### src/rtl/inst_loader.sv
// Boot-time instruction loader: receives a little-endian word-count header followed
// by little-endian instruction words over a byte stream and writes them into IMEM.
module inst_loader #(
  parameter int ADDR_W = 10
) (
  input  logic              clk,
  input  logic              rst,
  input  logic              start,
  input  logic              rx_vld,
  input  logic [7:0]        rx_data,
  output logic              rx_rdy,
  output logic              mem_we,
  output logic [ADDR_W-1:0] mem_waddr,
  output logic [31:0]       mem_wdata,
  output logic              core_hold,
  output logic              done,
  output logic              err
);

  typedef enum logic [2:0] {IDLE, LEN, DATA, WRITE, ERR} state_t;

  localparam logic [32:0] DEPTH = 33'(1) << ADDR_W;

  state_t          state_reg;
  logic [1:0]      byte_cnt_reg;
  logic [23:0]     shift_reg;
  logic [ADDR_W:0] word_cnt_reg;
  logic [ADDR_W:0] n_words_reg;

  logic            rx_fire;
  logic [31:0]     word_full;
  logic [ADDR_W:0] word_cnt_inc;

  assign rx_fire      = rx_vld && rx_rdy;
  // The arriving byte completes the word on top of the three bytes already shifted in.
  assign word_full    = {rx_data, shift_reg};
  assign word_cnt_inc = word_cnt_reg + {{ADDR_W{1'b0}}, 1'b1};

  always_ff @(posedge clk) begin
    if (rst) begin
      state_reg    <= IDLE;
      byte_cnt_reg <= '0;
      shift_reg    <= '0;
      word_cnt_reg <= '0;
      n_words_reg  <= '0;
      rx_rdy       <= 1'b0;
      mem_we       <= 1'b0;
      mem_waddr    <= '0;
      mem_wdata    <= '0;
      core_hold    <= 1'b0;
      done         <= 1'b0;
      err          <= 1'b0;
    end else begin
      case (state_reg)
        IDLE, ERR: begin
          if (start) begin
            state_reg    <= LEN;
            done         <= 1'b0;
            err          <= 1'b0;
            byte_cnt_reg <= '0;
            word_cnt_reg <= '0;
            core_hold    <= 1'b1;
            rx_rdy       <= 1'b1;
          end
        end

        LEN: begin
          if (rx_fire) begin
            byte_cnt_reg <= byte_cnt_reg + 2'd1;
            shift_reg    <= word_full[31:8];
            if (byte_cnt_reg == 2'd3) begin
              if (word_full == 32'd0) begin
                state_reg <= IDLE;
                done      <= 1'b1;
                core_hold <= 1'b0;
                rx_rdy    <= 1'b0;
              end else if ({1'b0, word_full} > DEPTH) begin
                state_reg <= ERR;
                err       <= 1'b1;
                rx_rdy    <= 1'b0;
              end else begin
                // Header is known to fit in ADDR_W+1 bits here.
                state_reg   <= DATA;
                n_words_reg <= word_full[ADDR_W:0];
              end
            end
          end
        end

        DATA: begin
          if (rx_fire) begin
            byte_cnt_reg <= byte_cnt_reg + 2'd1;
            shift_reg    <= word_full[31:8];
            if (byte_cnt_reg == 2'd3) begin
              state_reg <= WRITE;
              mem_we    <= 1'b1;
              mem_waddr <= word_cnt_reg[ADDR_W-1:0];
              mem_wdata <= word_full;
              rx_rdy    <= 1'b0;
            end
          end
        end

        WRITE: begin
          mem_we       <= 1'b0;
          word_cnt_reg <= word_cnt_inc;
          if (word_cnt_inc == n_words_reg) begin
            state_reg <= IDLE;
            done      <= 1'b1;
            core_hold <= 1'b0;
          end else begin
            state_reg <= DATA;
            rx_rdy    <= 1'b1;
          end
        end

        default: begin
          state_reg <= IDLE;
          rx_rdy    <= 1'b0;
          mem_we    <= 1'b0;
          core_hold <= 1'b0;
        end
      endcase
    end
  end

endmodule

### config.mk
export PLATFORM = sky130hd
export DESIGN_NAME = inst_loader
export DESIGN_NICKNAME = d
export VERILOG_FILES = /design/src/rtl/inst_loader.sv
export SDC_FILE = /design/constraint.sdc
export NUM_CORES = 1
export LEC_CHECK = 0
export ABC_AREA = 1
export BUFFER_PORTS_ARGS = -buffer_cell sky130_fd_sc_hd__buf_2
export CELL_PAD_IN_SITES_DETAIL_PLACEMENT = 1
export CELL_PAD_IN_SITES_GLOBAL_PLACEMENT = 2
export CORE_ASPECT_RATIO = 0.5
export CORE_MARGIN = 3
export CORE_UTILIZATION = 32
export CTS_CLUSTER_DIAMETER = 150
export DETAILED_ROUTE_END_ITERATION = 10
export PLACE_DENSITY = 0.82
export REMOVE_ABC_BUFFERS = 1
export SYNTH_ARGS = -nofsm -noshare
export SYNTH_HDL_FRONTEND = slang
export SYNTH_SLANG_ARGS = --single-unit
### constraint.sdc
create_clock -name clk -period 2.35 [get_ports clk]
set_input_delay 0.3525 -clock clk [delete_from_list [all_inputs] [get_ports clk]]
set_output_delay 0.3525 -clock clk [all_outputs]
set_load 0.01 [all_outputs]
Word-level counts from Yosys, hierarchy flattened

Cells that the tools add are included.

Register bits: 98
Input bits: 12
Output and inout port bits: 47
Logic and storage cells: 100

Add/subtract/negate cells: 2
$lt $le $gt $ge: 1
Eq/ne operators: 18
Multiplexer cells: 42
Bitwise gates (word level): 4
Reduce and logical (&&, ||, !) cells: 21

Operators with widths:

| cell                                                                    | number |
|---|---|
| 32-bit by 11-bit > comparator with 1-bit output (second input constant) | 1 |
| 32-bit zero test                                                        | 1 |
| 1-bit 2-to-1 mux                                                        | 23 |
| 11-bit case mux with 2 select lines                                     | 1 |
| 3-bit 2-to-1 mux                                                        | 7 |
| 2-bit != test (second input constant)                                   | 10 |
| 6-bit AND reduction                                                     | 3 |
| 3-bit case mux with 4 select lines                                      | 1 |
| 11-bit by 1-bit adder with 11-bit output (second input constant)        | 1 |
| 11-bit == test                                                          | 1 |
| 11-bit 2-to-1 mux                                                       | 1 |
| 5-bit AND reduction                                                     | 2 |
| 3-bit AND reduction                                                     | 3 |
| 1-bit case mux with 4 select lines                                      | 2 |
| 7-bit AND reduction                                                     | 1 |
| 3-bit by 2-bit == test with 1-bit output (second input constant)        | 2 |
| 2-bit 2-to-1 mux                                                        | 3 |
| 2-bit nonzero test                                                      | 3 |
| 1-bit NOT                                                               | 4 |
| 1-bit case mux with 2 select lines                                      | 2 |
| 2-bit case mux with 2 select lines                                      | 1 |
| 2-bit AND reduction                                                     | 2 |
| 2-bit OR reduction                                                      | 2 |
| 3-bit by 1-bit == test with 1-bit output (second input constant)        | 1 |
| other kinds (10)                                                        | 10 |

Depth between registers and ports, before layout

Word-level depth: 6
Mapped depth: 15

Least setup slack after synthesis

Ideal clock, no wire load.

Kind: reg-to-reg
Start: register word_cnt_reg[1]
End: register done
Library setup time: 0.130 ns
Arrival time: 1.570 ns
Required time: 2.220 ns
Setup slack: 0.649 ns
Stages on the path, launching flop included: 15
Cells stage by stage: dfxtp_1 > ha_1 > nand3_2 > nor2_4 > nand2_2 > nand2_2 > nand2_2 > nand2_1 > nand2_1 > nor2_2 > nand3_2 > nand2_2 > nand3_1 > nand2_1 > a21oi_2

Word-level cells in the longest chain between the ends: 4

RTL lines:

| item                                     | line | text |
|---|---|---|
| from (decl)                              | 27   | `logic [ADDR_W:0] word_cnt_reg;` |
| from (signal assigned)                   | 106  | `word_cnt_reg <= word_cnt_inc;` |
| 11-bit by 1-bit adder with 11-bit output | 37   | `assign word_cnt_inc = word_cnt_reg + {{ADDR_W{1'b0}}, 1'b1};` |
| 11-bit == test                           | 107  | `if (word_cnt_inc == n_words_reg) begin` |
| 2-bit != test (no line)                  | --   |  |
| 6-bit AND reduction (no line)            | --   |  |
| to (signal assigned)                     | 51   | `done <= 1'b0;` |
| to (signal assigned)                     | 58   | `done <= 1'b0;` |
| to (signal assigned)                     | 109  | `done <= 1'b1;` |
| to (decl)                                | 16   | `output logic done,` |

Every way passes these cells.
A chain may end at the register's enable or synchronous reset.

Worst setup path after layout

Same ends and word-level chain as after synthesis.

==> impl_results.md <==
* DR vias at 3819
* Post-route worst setup slack at 384.5 ps
* Final wirelength at 11.53 mm
* Critical hold path startpoint: rx_data[1]
* Max reg flops at 32
* # rows at 28
* Power Density at 818.7 mW/mm^2
* IO Port Bufs at 58
* DR vias/cell at 4.726
* Worst r2r dst: done
* CORE AREA at 0.01223 sq mm
* Routed length per placed instance at 14.27 um
* Reg clk slew, reported paths at 70 ps
* Final net count at 652
* Yosys cell types at 33
* Critical path, cell by cell: ha_1 -> nand3_2 -> nor2_4 -> nand3_1 -> nand3_1 -> nand2_1 -> nor2_2 -> nand3_2 -> nand2_2 -> nand3_1 -> nand2_1 -> a21oi_2
* Setup Viol. Count Final at 0
* Post-synth top area share at 47.39%
* Number of enable flip-flop cells after synthesis at 0
* Max Cap Viol at 0
* Synth Cell Area at 0.004140 sq mm
* Clk_skew at 8.058 ps
* Final period utilization at 83.64%
* Cells after Synth at 585
* Synth-to-layout area growth at 19.25%
* Switching Fraction at 28.00%
* Fmax at 0.5088 GHz
* Yosys warns at 0
* Reg2reg path depth at 12
* Die area at 0.01442 sq mm
* Gr usage total at 16.55%
* Crit Path Max Fanout at 6
* Static leakage at 2.326 nW
* Count of pins over their slew limit at 0
* CP startpoint: word_cnt_reg[1]
* Pre-CTS setup slack at 396.1 ps
* CP Class: register to register
* Worst EP required at 2580 ps
* Iter 0 DRT Violations at 154
* Cell with the most instances after synthesis: nor2_1
* CTS Sinks at 98
* Most common library cells after synthesis: 143 x nor2_1, 98 x dfxtp_1, 83 x nand2_1, 82 x o21ai_0, 41 x a21oi_1
* Met3 wire len at 368 um
* Placed Area at 0.004602 sq mm
* Combinational power share at 13.5%
* Postcts setup bufs at 0
* Post-synth top area cell: dfxtp_1
* Crit. End Element: register
* Worst Hold Depth at 3
* Initial antenna violation count at 0
* Final core utilization at 40.38%
* Post-CTS sizing at 0
* Share of layout cells above drive strength 1 at 17.26%
* Synth Register Bits at 98
* Internal power at 2.911 mW
* Post-synthesis sequential area ratio at 47.39%
* Clk network pwr share at 40.8%
* Die H at 86.43 um
* Residual DRC at 0
* Worst skew pair latency at 340 ps
* Gp weighted congestion at 0.7881
* First-pass GRT wire length at 19.68 mm
* CP delay by family, top: simple AND/OR/NAND/NOR gates
* Io pins at 59
* Psw at 1.132 mW
* Fin area at 0.004937 sq mm
* CTS tree: built
* Sequential Power Share at 45.6%
* Starting Density at 33.86%
* Overflow after GRT at 0
* Average cell area after synthesis at 7.077 sq um
* Slew Limit Headroom at 57.62%
* Largest net degree at the start of global routing at 58
* CP Data Arrival Time at 2200 ps
* Initial DRT Pass Iterations at 4
* Setup TNS at 0 ps
* Clock Path Buffers at 2
* CP max-delay cell: dfxtp_1
* Placed cell count at 792
* Async set or reset register ratio after synthesis at 0%
* Post-cts hold buffer count at 0
* Number of global-route vias before repair at 3905
* Status: finished clean
* CTS HTree Levels at 3
* Final std cells w/o fill at 808
* Dpl hpwl at 7.941 mm
* R2R setup slack at 380 ps
* Hold Path End: shift_reg[17]
* DR WL met2 at 4.714 mm
* Die width at 166.9 um
* Min cycle time layout at 1966 ps
* CTS root buffer: clkbuf_16
* Worst VDD drop at 0.0003076 V
* DR top layer: met4
* WL met1 at 6.347 mm
* Critical R2R Launch: word_cnt_reg[1]
* Area contributors post-synth: dfxtp_1 47%, nor2_1 13%, o21ai_0 9.9%
* Ys flop type: dfxtp_1
* Bufs and invs on worst path at 0
* CTS Buf Count at 9
* Worst path most repeated cell: nand3_1
* RSZ-0062 raised after global routing: no
* Fin. Hold Viols at 0
* Hold crit path type: primary input to register
* Antenna viol nets, final at 0
* Setup crit start kind: register
* Least-Margin Pin Slew at 634.7 ps
* Slowest stage delay, CP at 430 ps
* Ant diodes at 0
worst max-delay path by stage:
stage | cells after the start | slack (ps) | end
global route | 14 | 160 | done
floorplan | 8 | 60 | mem_waddr[0]
global placement | 10 | 420 | n_words_reg[10]
detailed placement | 12 | 400 | done
CTS | 12 | 390 | done
finish | 12 | 380 | done
stage by stage:
stage,total power [mW],hold slack (ps)
floorplan,2.243,414.9
global placement,2.423,448.9
detailed placement,2.432,463.5
CTS,4.118,253.7
global route,4.271,274.5
finish,4.042,267.0
area by class of cell:
cell class	instances	area [sq um]
clock inverters	6	96.34
fillers	1563	7289
repair buffers	68	365.4
flip-flops and latches	98	1962
clock buffers	10	239.0
multi-input cells	416	1899
well taps	165	206.4
inverters	45	168.9
placed cells by master (no fill, tap or decap), types with 9 or more instances in the layout:
cell       netlist  final
buf_2            7     58
nand3_1         29     29
a21oi_1         41     41
o21ai_0         82     82
clkbuf_16        0      9
buf_4            0     10
nor2_1         143    143
dfxtp_1         98     98
nand2_1         83     83
inv_1           37     36
logic make-up (layout without fill, tap and decap cells):
group,Yosys count,in the layout,synth area share (%)
compound gates,129,129,15.96
xor+xnor,1,1,0.2116
fa+ha+maj,2,2,0.6043
buf+inv,71,129,6.860
flops,98,98,47.39
simple gates,284,284,28.98
power by group through the flow:
stage / Sequential [mW] / Clock [mW] / Combinational, mW
2_1_floorplan: 1.86 / 0 / 0.381
3_3_place_gp: 1.88 / 0 / 0.542
3_5_place_dp: 1.88 / 0 / 0.549
4_1_cts: 1.85 / 1.72 / 0.553
5_1_grt: 1.86 / 1.78 / 0.632
6_report: 1.85 / 1.65 / 0.547
worst reg2reg max path, cell delays in order, from the launching register on:
cell and delay, ps:
dfxtp_1 430, ha_1 250, nand3_2 160, nor2_4 180, nand3_1 140, nand3_1 110
nand2_1 60, nor2_2 120, nand3_2 100, nand2_2 100, nand3_1 70, nand2_1 80
a21oi_2 50
layer usage:
layer	up-vias	global-route usage, %
met4	0	3.593
met1	1770	23.50
met3	8	4.009
li1	1993	-
met2	48	25.71
met5	-	0
Power figures use the tool's default switching activity.
